==> config.mk <==
export PLATFORM = sky130hd
export DESIGN_NAME = i2c_cfg_slave_flat
export DESIGN_NICKNAME = d
export VERILOG_FILES = /design/src/rtl/i2c_cfg_slave_if.sv /design/src/rtl/i2c_cfg_slave.sv /design/src/flat_wrapper.sv
export SDC_FILE = /design/constraint.sdc
export NUM_CORES = 1
export LEC_CHECK = 0
export CAP_MARGIN = 20
export CELL_PAD_IN_SITES_DETAIL_PLACEMENT = 1
export CELL_PAD_IN_SITES_GLOBAL_PLACEMENT = 2
export CORE_UTILIZATION = 37
export CTS_CLUSTER_DIAMETER = 100
export DETAILED_ROUTE_END_ITERATION = 10
export DONT_BUFFER_PORTS = 1
export PLACE_DENSITY_LB_ADDON = 0.1
export SKIP_LAST_GASP = 1
export SLEW_MARGIN = 25
export SYNTH_ARGS = -nofsm -noshare
export SYNTH_HDL_FRONTEND = slang
export SYNTH_SLANG_ARGS = --single-unit
==> constraint.sdc <==
create_clock -name clk_100 -period 2.4 [get_ports clk_100]
set_input_delay 0.24 -clock clk_100 [delete_from_list [all_inputs] [get_ports clk_100]]
set_output_delay 0.24 -clock clk_100 [all_outputs]
set_load 0.005 [all_outputs]
==> src/rtl/i2c_cfg_slave_if.sv <==
// Bus and register-bank signals of the I2C configuration target.
// The slave modport is the target's view; master is the pad/register-bank side.
interface i2c_cfg_slave_if;
  logic        scl_in;
  logic        sda_in;
  logic        sda_oe;
  logic        wr_en;
  logic [15:0] wr_addr;
  logic [7:0]  wr_data;
  logic [15:0] rd_addr;
  logic [7:0]  rd_data;
  logic        busy;

  modport slave (
    input  scl_in, sda_in, rd_data,
    output sda_oe, wr_en, wr_addr, wr_data, rd_addr, busy
  );

  modport master (
    output scl_in, sda_in, rd_data,
    input  sda_oe, wr_en, wr_addr, wr_data, rd_addr, busy
  );
endinterface

==> src/rtl/i2c_cfg_slave.sv <==
// Oversampled I2C/SCCB register target: decodes device and 16-bit register
// address, strobes register writes and serves auto-incrementing reads.
module i2c_cfg_slave #(
  parameter logic [6:0] DEV_ADDR = 7'h3C,
  parameter int         FILT_LEN = 4
) (
  input logic            clk_100,
  input logic            rst_100,
  i2c_cfg_slave_if.slave bus
);
  localparam int CNT_W = $clog2(FILT_LEN + 1);

  typedef enum logic [3:0] {
    IDLE, DEV, DEV_ACK, RAH, RAH_ACK, RAL, RAL_ACK,
    WDAT, WDAT_ACK, RDAT, RDAT_ACK
  } state_t;

  logic [1:0]       sclSync_q, sdaSync_q;
  logic             sclFilt_q, sdaFilt_q, sclPrev_q, sdaPrev_q;
  logic [CNT_W-1:0] sclCnt_q, sdaCnt_q;

  state_t      state_q;
  logic [3:0]  bitCnt_q;
  logic [7:0]  shift_q, addrHi_q;
  logic        rw_q, ackDrv_q, loadPend_q;
  logic        sda_oe_q, wr_en_q, busy_q;
  logic [15:0] wr_addr_q, rd_addr_q;
  logic [7:0]  wr_data_q;

  logic       sclRise, sclFall, startEv, stopEv;
  logic [7:0] rxByte_d;

  // A line only changes its filtered value after FILT_LEN consistent samples.
  always_ff @(posedge clk_100) begin
    if (rst_100) begin
      sclSync_q <= 2'b11;
      sdaSync_q <= 2'b11;
      sclFilt_q <= 1'b1;
      sdaFilt_q <= 1'b1;
      sclPrev_q <= 1'b1;
      sdaPrev_q <= 1'b1;
      sclCnt_q  <= '0;
      sdaCnt_q  <= '0;
    end else begin
      sclSync_q <= {sclSync_q[0], bus.scl_in};
      sdaSync_q <= {sdaSync_q[0], bus.sda_in};
      sclPrev_q <= sclFilt_q;
      sdaPrev_q <= sdaFilt_q;
      if (sclSync_q[1] == sclFilt_q) begin
        sclCnt_q <= '0;
      end else if (sclCnt_q == CNT_W'(FILT_LEN - 1)) begin
        sclFilt_q <= sclSync_q[1];
        sclCnt_q  <= '0;
      end else begin
        sclCnt_q <= sclCnt_q + CNT_W'(1);
      end
      if (sdaSync_q[1] == sdaFilt_q) begin
        sdaCnt_q <= '0;
      end else if (sdaCnt_q == CNT_W'(FILT_LEN - 1)) begin
        sdaFilt_q <= sdaSync_q[1];
        sdaCnt_q  <= '0;
      end else begin
        sdaCnt_q <= sdaCnt_q + CNT_W'(1);
      end
    end
  end

  assign sclRise  = sclFilt_q & ~sclPrev_q;
  assign sclFall  = ~sclFilt_q & sclPrev_q;
  assign startEv  = sclFilt_q & sclPrev_q & sdaPrev_q & ~sdaFilt_q;
  assign stopEv   = sclFilt_q & sclPrev_q & ~sdaPrev_q & sdaFilt_q;
  assign rxByte_d = {shift_q[6:0], sdaFilt_q};

  // Protocol FSM; START/STOP are checked before any bit-level activity.
  always_ff @(posedge clk_100) begin
    if (rst_100) begin
      state_q    <= IDLE;
      bitCnt_q   <= '0;
      shift_q    <= '0;
      addrHi_q   <= '0;
      rw_q       <= 1'b0;
      ackDrv_q   <= 1'b0;
      loadPend_q <= 1'b0;
      sda_oe_q   <= 1'b0;
      wr_en_q    <= 1'b0;
      wr_addr_q  <= '0;
      wr_data_q  <= '0;
      rd_addr_q  <= '0;
      busy_q     <= 1'b0;
    end else begin
      wr_en_q <= 1'b0;
      if (wr_en_q) rd_addr_q <= rd_addr_q + 16'd1;
      if (stopEv || startEv) begin
        state_q    <= stopEv ? IDLE : DEV;
        sda_oe_q   <= 1'b0;
        bitCnt_q   <= '0;
        ackDrv_q   <= 1'b0;
        loadPend_q <= 1'b0;
        if (stopEv) busy_q <= 1'b0;
      end else begin
        case (state_q)
          IDLE: ;
          DEV, RAH, RAL, WDAT: begin
            if (sclRise) begin
              shift_q  <= rxByte_d;
              bitCnt_q <= bitCnt_q + 4'd1;
              if (bitCnt_q == 4'd7) begin
                bitCnt_q <= '0;
                if (state_q == DEV) begin
                  if (rxByte_d[7:1] == DEV_ADDR) begin
                    state_q <= DEV_ACK;
                    rw_q    <= rxByte_d[0];
                    busy_q  <= 1'b1;
                  end else begin
                    state_q <= IDLE;
                  end
                end else if (state_q == RAH) begin
                  addrHi_q <= rxByte_d;
                  state_q  <= RAH_ACK;
                end else if (state_q == RAL) begin
                  rd_addr_q <= {addrHi_q, rxByte_d};
                  state_q   <= RAL_ACK;
                end else begin
                  wr_en_q   <= 1'b1;
                  wr_addr_q <= rd_addr_q;
                  wr_data_q <= rxByte_d;
                  state_q   <= WDAT_ACK;
                end
              end
            end
          end
          // First SCL fall drives the ACK low, the second one ends the ACK bit.
          DEV_ACK, RAH_ACK, RAL_ACK, WDAT_ACK: begin
            if (sclFall) begin
              if (!ackDrv_q) begin
                sda_oe_q <= 1'b1;
                ackDrv_q <= 1'b1;
              end else begin
                sda_oe_q <= 1'b0;
                ackDrv_q <= 1'b0;
                case (state_q)
                  DEV_ACK: begin
                    if (rw_q) begin
                      state_q  <= RDAT;
                      shift_q  <= {bus.rd_data[6:0], 1'b0};
                      sda_oe_q <= ~bus.rd_data[7];
                    end else begin
                      state_q <= RAH;
                    end
                  end
                  RAH_ACK: state_q <= RAL;
                  default: state_q <= WDAT;
                endcase
              end
            end
          end
          RDAT: begin
            if (sclRise) bitCnt_q <= bitCnt_q + 4'd1;
            if (sclFall) begin
              if (loadPend_q) begin
                loadPend_q <= 1'b0;
                shift_q    <= {bus.rd_data[6:0], 1'b0};
                sda_oe_q   <= ~bus.rd_data[7];
              end else if (bitCnt_q == 4'd8) begin
                sda_oe_q <= 1'b0;
                bitCnt_q <= '0;
                state_q  <= RDAT_ACK;
              end else begin
                sda_oe_q <= ~shift_q[7];
                shift_q  <= {shift_q[6:0], 1'b0};
              end
            end
          end
          RDAT_ACK: begin
            if (sclRise) begin
              if (!sdaFilt_q) begin
                rd_addr_q  <= rd_addr_q + 16'd1;
                loadPend_q <= 1'b1;
                state_q    <= RDAT;
              end else begin
                state_q <= IDLE;
              end
            end
          end
          default: state_q <= IDLE;
        endcase
      end
    end
  end

  assign bus.sda_oe  = sda_oe_q;
  assign bus.wr_en   = wr_en_q;
  assign bus.wr_addr = wr_addr_q;
  assign bus.wr_data = wr_data_q;
  assign bus.rd_addr = rd_addr_q;
  assign bus.busy    = busy_q;
endmodule

==> src/flat_wrapper.sv <==
// flat-port wrapper written by rule: the top's interface ports become plain ports
module i2c_cfg_slave_flat 
#(
  parameter logic [6:0] DEV_ADDR = 7'h3C,
  parameter int         FILT_LEN = 4
)
  (clk_100, rst_100, bus_scl_in, bus_sda_in, bus_rd_data, bus_sda_oe, bus_wr_en, bus_wr_addr, bus_wr_data, bus_rd_addr, bus_busy);
  i2c_cfg_slave_if bus_i ();
  input logic clk_100;
  input logic rst_100;
  input wire logic [$bits(bus_i.scl_in)-1:0] bus_scl_in;
  input wire logic [$bits(bus_i.sda_in)-1:0] bus_sda_in;
  input wire logic [$bits(bus_i.rd_data)-1:0] bus_rd_data;
  output wire logic [$bits(bus_i.sda_oe)-1:0] bus_sda_oe;
  output wire logic [$bits(bus_i.wr_en)-1:0] bus_wr_en;
  output wire logic [$bits(bus_i.wr_addr)-1:0] bus_wr_addr;
  output wire logic [$bits(bus_i.wr_data)-1:0] bus_wr_data;
  output wire logic [$bits(bus_i.rd_addr)-1:0] bus_rd_addr;
  output wire logic [$bits(bus_i.busy)-1:0] bus_busy;
  assign bus_i.scl_in = bus_scl_in;
  assign bus_i.sda_in = bus_sda_in;
  assign bus_i.rd_data = bus_rd_data;
  assign bus_sda_oe = bus_i.sda_oe;
  assign bus_wr_en = bus_i.wr_en;
  assign bus_wr_addr = bus_i.wr_addr;
  assign bus_wr_data = bus_i.wr_data;
  assign bus_rd_addr = bus_i.rd_addr;
  assign bus_busy = bus_i.busy;
  i2c_cfg_slave #(.DEV_ADDR(DEV_ADDR), .FILT_LEN(FILT_LEN)) u_core (.clk_100(clk_100), .rst_100(rst_100), .bus(bus_i));
endmodule
==> metrics.cfg <==
[clock_tree]
cts_root_buf = clkbuf_16
cts_num_sinks = 84
cts-buffers-inserted = 9
clk_pin_slew_worst_paths_ns = 0.07
h-tree-depth = 3
cts.path.max_buffers = 2
post_cts_buffers = 0
insertion_delay_ns = 0.34
cts_tree = built
hold_buffers = 4
cts_resized = 0

[detailed_routing]
finalWirelength_mm = 13.9
drt_iter0_drc = 270
vias_per_cell = 5.89
vias = 4242
drt-pass1-iter-count = 4
antenna_left = 0
drt-wirelength-per-cell_um = 19.3
drc_errors = 0

[global_routing]
grt_pass1_wl_mm = 23.1
grt-ovfl-total = 0
grt_usage = 0.235
grt_pass1_vias = 4242
grt_max_degree = 50
antenna_found_initial = 0

[setup_path]
r2r_end = u_core.bus.rd_addr[4]$_SDFF_PP0_
slowest_delay_ns = 0.70
path_cells = ha_1, nand3b_4, or4_4, nor2_2, a21oi_1, a221o_1
r2r_setup_slack_ns = 0.29
critPathCaptureType = flip-flop
path_class = flip-flop to flip-flop
required_ns = 2.63
worst-path-buf-inv = 0
cp-start-kind = flip-flop
cp.arrival_ns = 2.34
cpLargestDelayFamily = simple AND/OR/NAND/NOR gates
r2r_cells = 6
path_max_fanout = 26
r2r-start = u_core.bitCnt_q[0]$_SDFFE_PP0P_
slowest_stage = or4_4

[placement]
dp_hpwl_mm = 10.1
io_buffers = 0
placed_cell_area_um2 = 4710
routabilityCongestion = 0.884

[logic_synthesis]
synthesis.nets = 589
ys_seq_elements = 84
netlist_instances = 570
synth_cell_types = 68
synth-edff-count = 0
synth_area_um2 = 4510
synth_ff_type = dfxtp_1
yosys_warnings = 0
ys_seq_area_frac = 0.373
async_reset_ff_frac = 0
syn_area_per_cell_um2 = 7.91

[timing]
finClkSkew_ns = 0.00704
setup_violations = 0
fmax_ghz = 0.474
slew_viol_final = 0
max_slew_margin = 0.456
worstMarginPinSlew_ns = 0.807
tns_ns = 0
min_period_ns = 2.11
hold_viol_final = 0
period_share = 0.879
rsz0062_at_grt = no

[die]
io_pins = 55
dieArea_um2 = 12600
std_cell_rows = 39
fp.dieH_um = 112
die_x_um = 112
initial_core_util = 0.387
fp.coreArea_um2 = 11700

[run_status]
outcome = complete, no violations

[final_layout]
mostFrequentLayoutCells = nand2_1 (86), dfxtp_1 (84), nor2_1 (57), a21oi_1 (44), buf_4 (33)
nets = 591
fin_area_um2 = 5110
final_common_cell = nand2_1
syn2layout_area_growth_pct = 13.4
antenna_cells = 0
drive_above_1_share = 0.113

[hold_path]
min_to = u_core.shift_q[3]$_SDFFE_PP0P_
min_path_type = primary input to flip-flop
min_from = bus_rd_data[2]
holdPathStages = 2

[power]
leakagePower_nw = 1.73
p_per_area_nw_per_um2 = 607
ir_drop_mv = 0.375

[flow_run]
drv_cap = 0

==> area by class of cell <==
type                            instances  area (um^2)
Timing Repair Buffer                   37          298
Sequential cell                        84         1680
Multi-Input combinational cell        428         2560
Clock buffer                           11          243
Fill cell                            1416         6550
Clock inverter                          5          106
Tap cell                              143          179
Inverter                               12         45.0
==> cell usage after synthesis, types with 3 or more instances <==
cell type  count  area [um^2]
or3_1          4         25.0
nor3_1         9         45.0
nand4bb_1      3         33.8
xor2_1        15          131
nor2b_1        4         25.0
and4_1         3         26.3
nand2b_1       5         31.3
or2_2          5         31.3
inv_1         12         45.0
o31ai_1        6         45.0
o21a_1         4         30.0
clkbuf_1      23         86.3
buf_6          4         45.0
a21oi_1       44          220
nor2_1        57          214
nor4_1         5         31.3
a22oi_1        4         30.0
o221ai_1       3         26.3
nand4_1       11         68.8
o21ai_1        4         20.0
dfxtp_1       84         1680
o21ai_0       26          130
or4_1          3         22.5
xnor2_1       10         87.6
o22ai_1       13         81.3
nand3_1       24          120
buf_2         15         75.1
mux2i_1       13          130
a311oi_1       9         78.8
nand2_1       86          323
ha_1           7         87.6
o211ai_1       7         52.6
a31oi_1        3         18.8
==> worst max path at each step <==
stage | from | end | slack [ns] | cells past startpoint
6_report | u_core.bitCnt_q[0]$_SDFFE_PP0P_ | u_core.bus.rd_addr[4]$_SDFF_PP0_ | 0.29 | 6
5_1_grt | u_core.bitCnt_q[0]$_SDFFE_PP0P_ | u_core.bus.rd_addr[5]$_SDFF_PP0_ | 0.12 | 5
3_3_place_gp | u_core.bitCnt_q[0]$_SDFFE_PP0P_ | u_core.bus.rd_addr[5]$_SDFF_PP0_ | 0.35 | 5
4_1_cts | u_core.bitCnt_q[0]$_SDFFE_PP0P_ | u_core.bus.rd_addr[4]$_SDFF_PP0_ | 0.29 | 6
2_1_floorplan | u_core.bitCnt_q[0]$_SDFFE_PP0P_ | u_core.bus.rd_addr[14]$_SDFF_PP0_ | 0.51 | 8
3_5_place_dp | u_core.bitCnt_q[0]$_SDFFE_PP0P_ | u_core.bus.rd_addr[4]$_SDFF_PP0_ | 0.28 | 6
==> power by group <==
group	internal, mW	total, mW	switching (mW)	leakage [nW]
clock	1.05	1.65	0.604	0.166
sequential	1.40	1.40	0.00208	0.678
combinational	0.0171	0.0476	0.0305	0.883
==> flip-flops by register name (all words and copies together), names as in the netlist <==
register,flops
u_core.rw_q,1
u_core.sclSync_q,2
u_core.sdaPrev_q,1
u_core.bus.busy,1
u_core.sclPrev_q,1
u_core.addrHi_q,8
u_core.sdaFilt_q,1
u_core.sclCnt_q,3
u_core.sdaSync_q,2
u_core.sdaCnt_q,3
u_core.sclFilt_q,1
u_core.state_q,4
u_core.bus.wr_data,8
u_core.loadPend_q,1
u_core.bus.wr_addr,16
u_core.bus.rd_addr,16
u_core.bus.sda_oe,1
u_core.shift_q,8
u_core.ackDrv_q,1
u_core.bus.wr_en,1
u_core.bitCnt_q,4
==> layer usage <==
metal	global-route usage	wire length, um	share of wire
met2	0.379	6400	0.46
met3	0.0448	718	0.052
met5	0	0	0
met1	0.313	6620	0.48
met4	0.0800	185	0.013
==> stage by stage <==
stage               power, mW  worst slack, ns  utilization  instances  hold WS [ns]
finish                   3.10            0.291        0.438        720        0.0498
global route             3.19            0.122        0.438        720        0.0538
CTS                      3.13            0.286        0.438        720        0.0408
detailed placement       1.46            0.283        0.404        700         0.319
global placement         1.46            0.354        0.404        700         0.316
floorplan                1.46            0.511            -        570         0.344
==> logic make-up (layout without fill, tap and decap cells) <==
family | after synthesis | in the layout | share of synthesized area
and+or+nand+nor | 239 | 239 | 0.264
AOI/OAI and AO/OA | 144 | 144 | 0.205
DFF | 84 | 84 | 0.373
buffers and inverters | 58 | 65 | 0.0607
xor gates and xnor gates | 25 | 25 | 0.0485
muxes | 13 | 13 | 0.0288
adders and majority gates | 7 | 7 | 0.0194
Power figures use the tool's default switching activity.
